==> src/rtl/ov7670_pkg.sv <==
// Shared constants and state encoding for the OV7670 SCCB configuration block.
package ov7670_pkg;

  localparam logic [7:0]  SCCB_ID_W = 8'h42;
  localparam logic [15:0] ROM_END   = 16'hFFFF;
  localparam logic [15:0] ROM_DELAY = 16'hFFF0;

  typedef enum logic [2:0] {
    S_IDLE,
    S_FETCH,
    S_START,
    S_BITS,
    S_STOP,
    S_GAP,
    S_DELAY,
    S_FIN
  } sccb_state_t;

endpackage

==> src/rtl/ov7670_sccb_rom.sv <==
// Register table for the OV7670: soft reset, settle delay, then RGB444 QVGA setup.
module ov7670_sccb_rom
  import ov7670_pkg::*;
(
  input  logic [7:0]  i_idx,
  output logic [15:0] o_entry
);

  always_comb begin
    o_entry = ROM_END;
    case (i_idx)
      8'd0:    o_entry = 16'h1280;  // COM7 soft reset
      8'd1:    o_entry = ROM_DELAY;
      8'd2:    o_entry = 16'h1214;  // COM7: QVGA, RGB
      8'd3:    o_entry = 16'h8C02;  // RGB444 enable, xR GB
      8'd4:    o_entry = 16'h40D0;  // COM15 full range
      8'd5:    o_entry = 16'h1101;
      8'd6:    o_entry = 16'h3A04;
      8'd7:    o_entry = 16'h0C04;  // COM3 scaling for QVGA
      8'd8:    o_entry = 16'h3E19;
      8'd9:    o_entry = 16'h7211;
      8'd10:   o_entry = 16'h73F1;
      8'd11:   o_entry = 16'hA202;
      default: o_entry = ROM_END;
    endcase
  end

endmodule

==> src/rtl/ov7670_sccb_config.sv <==
// Walks the register ROM and issues one 3-phase SCCB write per entry; raises a
// sticky done once the end marker is reached.
module ov7670_sccb_config
  import ov7670_pkg::*;
#(
  parameter int CLK_HZ       = 12_000_000,
  parameter int SCCB_HZ      = 100_000,
  parameter int QTR          = CLK_HZ / (4 * SCCB_HZ),
  parameter int DELAY_CYCLES = 12_000
) (
  input  logic clk_12,
  input  logic reset_n,
  input  logic go,
  output logic sioc,
  output logic siod_o,
  output logic siod_oe,
  output logic busy,
  output logic done
);

  localparam int QW = (QTR > 1) ? $clog2(QTR) : 1;
  localparam int DW = $clog2(DELAY_CYCLES + 1);

  sccb_state_t     r_state, w_state_nxt;
  logic [7:0]      r_idx;
  logic [QW-1:0]   r_qcnt;
  logic [1:0]      r_phase;
  logic [4:0]      r_bit;
  logic [DW-1:0]   r_dcnt;
  logic [26:0]     r_frame;
  logic [15:0]     w_entry;
  logic            w_qwrap, w_last_q, w_dly_end, w_ack_slot;
  logic            w_sioc, w_siod_o, w_siod_oe;

  ov7670_sccb_rom u_rom (
    .i_idx   (r_idx),
    .o_entry (w_entry)
  );

  assign w_qwrap    = (r_qcnt == QW'(QTR - 1));
  assign w_last_q   = w_qwrap && (r_phase == 2'd3);
  assign w_dly_end  = (r_dcnt == DW'(DELAY_CYCLES - 1));
  assign w_ack_slot = (r_bit == 5'd8) || (r_bit == 5'd17) || (r_bit == 5'd26);

  // State register plus the counters and shift frame that travel with it.
  always_ff @(posedge clk_12 or negedge reset_n) begin
    if (!reset_n) begin
      r_state <= S_IDLE;
      r_idx   <= '0;
      r_qcnt  <= '0;
      r_phase <= '0;
      r_bit   <= '0;
      r_dcnt  <= '0;
      r_frame <= '0;
      busy    <= 1'b0;
      done    <= 1'b0;
    end else begin
      r_state <= w_state_nxt;
      case (r_state)
        S_IDLE: begin
          if (go) begin
            r_idx <= '0;
            busy  <= 1'b1;
            done  <= 1'b0;
          end
        end
        S_FETCH: begin
          r_qcnt  <= '0;
          r_phase <= '0;
          r_bit   <= '0;
          r_dcnt  <= '0;
          // Don't-care (acknowledge) slots carry 1 so a released line matches.
          r_frame <= {SCCB_ID_W, 1'b1, w_entry[15:8], 1'b1, w_entry[7:0], 1'b1};
        end
        S_START, S_BITS, S_STOP, S_GAP: begin
          r_qcnt <= w_qwrap ? '0 : r_qcnt + 1'b1;
          if (w_qwrap) r_phase <= r_phase + 1'b1;
          if (r_state == S_BITS && w_last_q) begin
            r_bit   <= r_bit + 1'b1;
            r_frame <= {r_frame[25:0], 1'b1};
          end
          if (r_state == S_GAP && w_last_q) r_idx <= r_idx + 1'b1;
        end
        S_DELAY: begin
          if (w_dly_end) begin
            r_dcnt <= '0;
            r_idx  <= r_idx + 1'b1;
          end else begin
            r_dcnt <= r_dcnt + 1'b1;
          end
        end
        S_FIN: begin
          busy <= 1'b0;
          done <= 1'b1;
        end
        default: ;
      endcase
    end
  end

  always_comb begin
    w_state_nxt = r_state;
    case (r_state)
      S_IDLE:  if (go) w_state_nxt = S_FETCH;
      S_FETCH: begin
        if (w_entry == ROM_END)        w_state_nxt = S_FIN;
        else if (w_entry == ROM_DELAY) w_state_nxt = S_DELAY;
        else                           w_state_nxt = S_START;
      end
      S_START: if (w_last_q) w_state_nxt = S_BITS;
      S_BITS:  if (w_last_q && r_bit == 5'd26) w_state_nxt = S_STOP;
      S_STOP:  if (w_last_q) w_state_nxt = S_GAP;
      S_GAP:   if (w_last_q) w_state_nxt = S_FETCH;
      S_DELAY: if (w_dly_end) w_state_nxt = S_FETCH;
      S_FIN:   w_state_nxt = S_IDLE;
      default: w_state_nxt = S_IDLE;
    endcase
  end

  // Bus levels per quarter; idle is SIOC high with SIOD released.
  always_comb begin
    w_sioc    = 1'b1;
    w_siod_o  = 1'b1;
    w_siod_oe = 1'b0;
    case (r_state)
      S_START: begin
        w_sioc    = (r_phase != 2'd3);
        w_siod_o  = (r_phase == 2'd0);
        w_siod_oe = (r_phase != 2'd0);
      end
      S_BITS: begin
        w_sioc    = r_phase[1];
        w_siod_o  = w_ack_slot ? 1'b1 : r_frame[26];
        w_siod_oe = !w_ack_slot;
      end
      S_STOP: begin
        w_sioc    = (r_phase != 2'd0);
        w_siod_o  = r_phase[1];
        w_siod_oe = !r_phase[1];
      end
      default: ;
    endcase
  end

  always_ff @(posedge clk_12 or negedge reset_n) begin
    if (!reset_n) begin
      sioc    <= 1'b1;
      siod_o  <= 1'b1;
      siod_oe <= 1'b0;
    end else begin
      sioc    <= w_sioc;
      siod_o  <= w_siod_o;
      siod_oe <= w_siod_oe;
    end
  end

endmodule

==> config.mk <==
export PLATFORM = sky130hd
export DESIGN_NAME = ov7670_sccb_config
export DESIGN_NICKNAME = d
export VERILOG_FILES = /design/src/rtl/ov7670_pkg.sv /design/src/rtl/ov7670_sccb_rom.sv /design/src/rtl/ov7670_sccb_config.sv
export SDC_FILE = /design/constraint.sdc
export NUM_CORES = 1
export LEC_CHECK = 0
export BUFFER_PORTS_ARGS = -buffer_cell sky130_fd_sc_hd__buf_2
export CORE_MARGIN = 4
export CORE_UTILIZATION = 50
export DETAILED_ROUTE_END_ITERATION = 8
export GPL_TIMING_DRIVEN = 1
export PLACE_DENSITY = 0.71
export SLEW_MARGIN = 30
export SYNTH_ARGS = -nofsm -noshare
export SYNTH_HDL_FRONTEND = slang
export SYNTH_SLANG_ARGS = --single-unit
==> constraint.sdc <==
create_clock -name clk_12 -period 1.98 [get_ports clk_12]
set_input_delay 0.099 -clock clk_12 [delete_from_list [all_inputs] [get_ports clk_12]]
set_output_delay 0.099 -clock clk_12 [all_outputs]
set_load 0.02 [all_outputs]
==> impl_metrics.yaml <==
run_status:
  status: "finished, final reports clean"
placed_design:
  globalplace.congestion: 0.9287
  dp_slack_ns: 0.04134
  dp_hpwl_mm: 6.451
  io_buffer_count: 7
floorplanning:
  die_area_um2: 9468
  initial_core_util: 0.5160
  fp.coreArea_um2: 7727
  die-width_um: 97.31
  die_h_um: 97.31
  row_count: 32
  num_io_pins: 8
synthesis:
  ys_seq_elements: 69
  synth_area_um2: 3988
  synth.distinct_cells: 57
  avgSynthCellArea_um2: 8.669
  synth_edf_count: 0
  synth_nets: 479
  ys.flop_type: "dfrtp_1"
  ys_seq_area_frac: 0.4336
  yosys_warnings: 0
  ys_async_sr_fraction: 1.000
  syn_inst: 460
final_layout:
  layout-drive-gt1-share: 0.1643
  fin_util: 0.6004
  areaGrowthSynthToFinish_pct: 16.35
  antenna_cells: 0
  nFillCells: 656
  nNetsFinal: 513
timing:
  setup_slack_ns: 0.1070
  relSlewSlack: 0.6316
  post-route-min-period_ns: 1.873
  tightest_slew_ns: 0.5468
  fin_skew_ns: 0.008224
  drv_slew: 0
  fin_setup_tns_ns: 0
  finalHoldViolCount: 0
  clock.fmax_mhz: 533.9
  rsz0062_at_grt: "yes"
  setup_viol: 0
  fin_crit_sh: 0.9460
critical_path:
  cp_slowest_cell: "dfrtp_1"
  path_cells: "inv_1 -> ha_1 -> or2_2 -> a21oi_1 -> nor4_1 -> nand3_1 -> o2111ai_1"
  r2r_cells: 7
  regToRegStartpoint: "r_idx[1]"
  path_buf_inv: 1
  cp-start-kind: "register"
  reg2reg_to: "r_state[2]"
  crit_family: "simple AND/OR/NAND/NOR gates"
  slowest_delay_ns: 0.43
  critPathMaxFanout: 6
  rrSetupSlack_ns: 0.11
  required_ns: 2.21
  worstSetupPathType: "reg2reg"
  crit_path_end_kind: "register"
  arrival_ns: 2.10
  startpoint: "r_idx[1]"
pwr:
  power_frac_comb: 0.330
  swShare: 0.3510
  p_seq_frac: 0.419
  power.density_nw_per_um2: 1085
  leakage_nw: 1.992
  intPower_w: 0.003267
  p_clk_frac: 0.250
  switching_power_w: 0.001767
  peakVddDrop_mv: 0.4377
  p_total_w: 0.005035
run:
  drv_cap: 0
min_path:
  min-delay-start: "go"
  min_path_cells: 3
  hold_path.class: "in2reg"
  holdPathEnd: "busy"
detailed_routing:
  drt_iter0_drc: 264
  vias_per_cell: 5.887
  drt-total-wl_mm: 9.020
  drc_errors: 0
  vias: 3538
  firstDrtPassIters: 5
  wl_per_cell_um: 15.01
  ant_nets: 0
global_routing:
  grt_pass1_wl_mm: 15.88
  grt_max_degree: 32
  antenna_found_initial: 0
  track_usage: 0.2012
  gr-total-overflow: 0
  grt_pass1_vias: 3379
cts:
  clk_pin_slew_ns: 0.08
  cts_buffers: 9
  cts_tree: "yes"
  cts_max_level: 3
  clockBufferDepth: 2
  cts.sinks: 69
  cts-root-buf: "clkbuf_8"
  insertion_delay_ns: 0.35
[placed cells by master, fill, tap and decap left out, types with 9 or more instances in the layout]
cell,Yosys,layout
o22ai_1,9,9
buf_4,0,35
ha_1,16,16
nor2_1,38,38
nand3_1,12,12
nor3_1,11,11
a21oi_1,30,30
nand2_1,71,71
dfrtp_1,67,67
o21ai_0,59,59
inv_1,12,12
clkbuf_8,0,9
[per-stage QoR]
stage               hold slack (ns)  area [um^2]  cells
floorplan                   -0.1966         3988    460
global route                 0.1204         4639    601
finish                       0.1042         4639    601
CTS                         0.09740         4607    600
global placement             0.1232         4382    583
detailed placement           0.1274         4382    583
[flip-flops by register name, indices dropped and copies added, names as in the netlist]
name	flops
r_dcnt	14
r_phase	2
r_frame	27
sioc	1
busy	1
r_state	3
r_qcnt	5
siod_oe	1
done	1
siod_o	1
r_idx	8
r_bit	5
[cell usage after synthesis (all sizes together) (4+ instances only)]
| library cell | count | area [um^2] |
|---|---|---|
| a21oi | 30 | 150.1 |
| a22o | 4 | 35.03 |
| a31oi | 5 | 31.28 |
| buf | 8 | 43.79 |
| clkbuf | 16 | 60.06 |
| dfrtp | 67 | 1677 |
| ha | 16 | 200.2 |
| inv | 12 | 45.04 |
| mux2 | 4 | 45.04 |
| mux2i | 6 | 60.06 |
| nand2 | 71 | 266.5 |
| nand2b | 7 | 43.79 |
| nand3 | 12 | 60.06 |
| nand3b | 4 | 30.03 |
| nand4 | 6 | 50.04 |
| nor2 | 39 | 148.9 |
| nor3 | 12 | 65.06 |
| nor4 | 5 | 61.31 |
| o21ai | 59 | 295.3 |
| o22ai | 9 | 56.30 |
| o31ai | 8 | 60.06 |
| or2 | 4 | 25.02 |
| or3 | 4 | 25.02 |
| xor2 | 5 | 43.79 |
[cell type report]
type	count	area [um^2]	area share
multi-input combinational	354	2131	0.4593
sequential	69	1729	0.3727
timing repair buffer	47	387.9	0.08360
clock buffer	10	127.6	0.02751
tap	102	127.6	0.02751
clock inverter	6	87.58	0.01888
inverter	13	48.80	0.01052
[tightest hold or removal path, delay by kind of cell]
kind | cells | cell delay, ns
buffers and inverters | 1 | 0.13
AO/OA/AOI/OAI | 2 | 0.19
[power by group through the flow]
stage / combinational, W / sequential, W / clock [W]
2_1_floorplan: 0.00117 / 0.00209 / 0
3_3_place_gp: 0.00159 / 0.00211 / 0
3_5_place_dp: 0.00164 / 0.00213 / 0
4_1_cts: 0.00165 / 0.00210 / 0.00130
5_1_grt: 0.00187 / 0.00216 / 0.00138
6_report: 0.00166 / 0.00211 / 0.00126
[per-layer routing]
| layer | global-route usage | wire [um] | share of wire |
|---|---|---|---|
| met1 | 0.2686 | 4201 | 0.47 |
| met2 | 0.3275 | 4333 | 0.48 |
| met3 | 0.04451 | 364 | 0.040 |
| met4 | 0.06283 | 121 | 0.013 |
| met5 | 0 | 0 | 0 |
[what timing repair did]
action | in CTS | in global routing
setup buffers | 0 | 1
hold endpoints to repair | 22 | 0
hold buffers | 1 | 0
setup endpoints to repair | 0 | 20
resized for setup | 0 | 4
[cells by family after synthesis]
group,count (synthesis),share of synthesized area
adders and majority gates,16,0.05020
xor gates and xnor gates,6,0.01318
muxes,10,0.02636
and+or+nand+nor,179,0.2218
AOI/OAI and AO/OA,143,0.2165
DFF,69,0.4336
buffers and inverters,37,0.03828
[how the worst max path moves through the flow]
stage / cells past startpoint / end
6_report: 7 / r_state[2]
5_1_grt: 8 / r_dcnt[12]
4_1_cts: 7 / r_dcnt[7]
3_5_place_dp: 7 / r_dcnt[7]
3_3_place_gp: 7 / r_dcnt[7]
2_1_floorplan: 8 / r_frame[16]
Note: power is estimated with default switching activity, not from simulation.
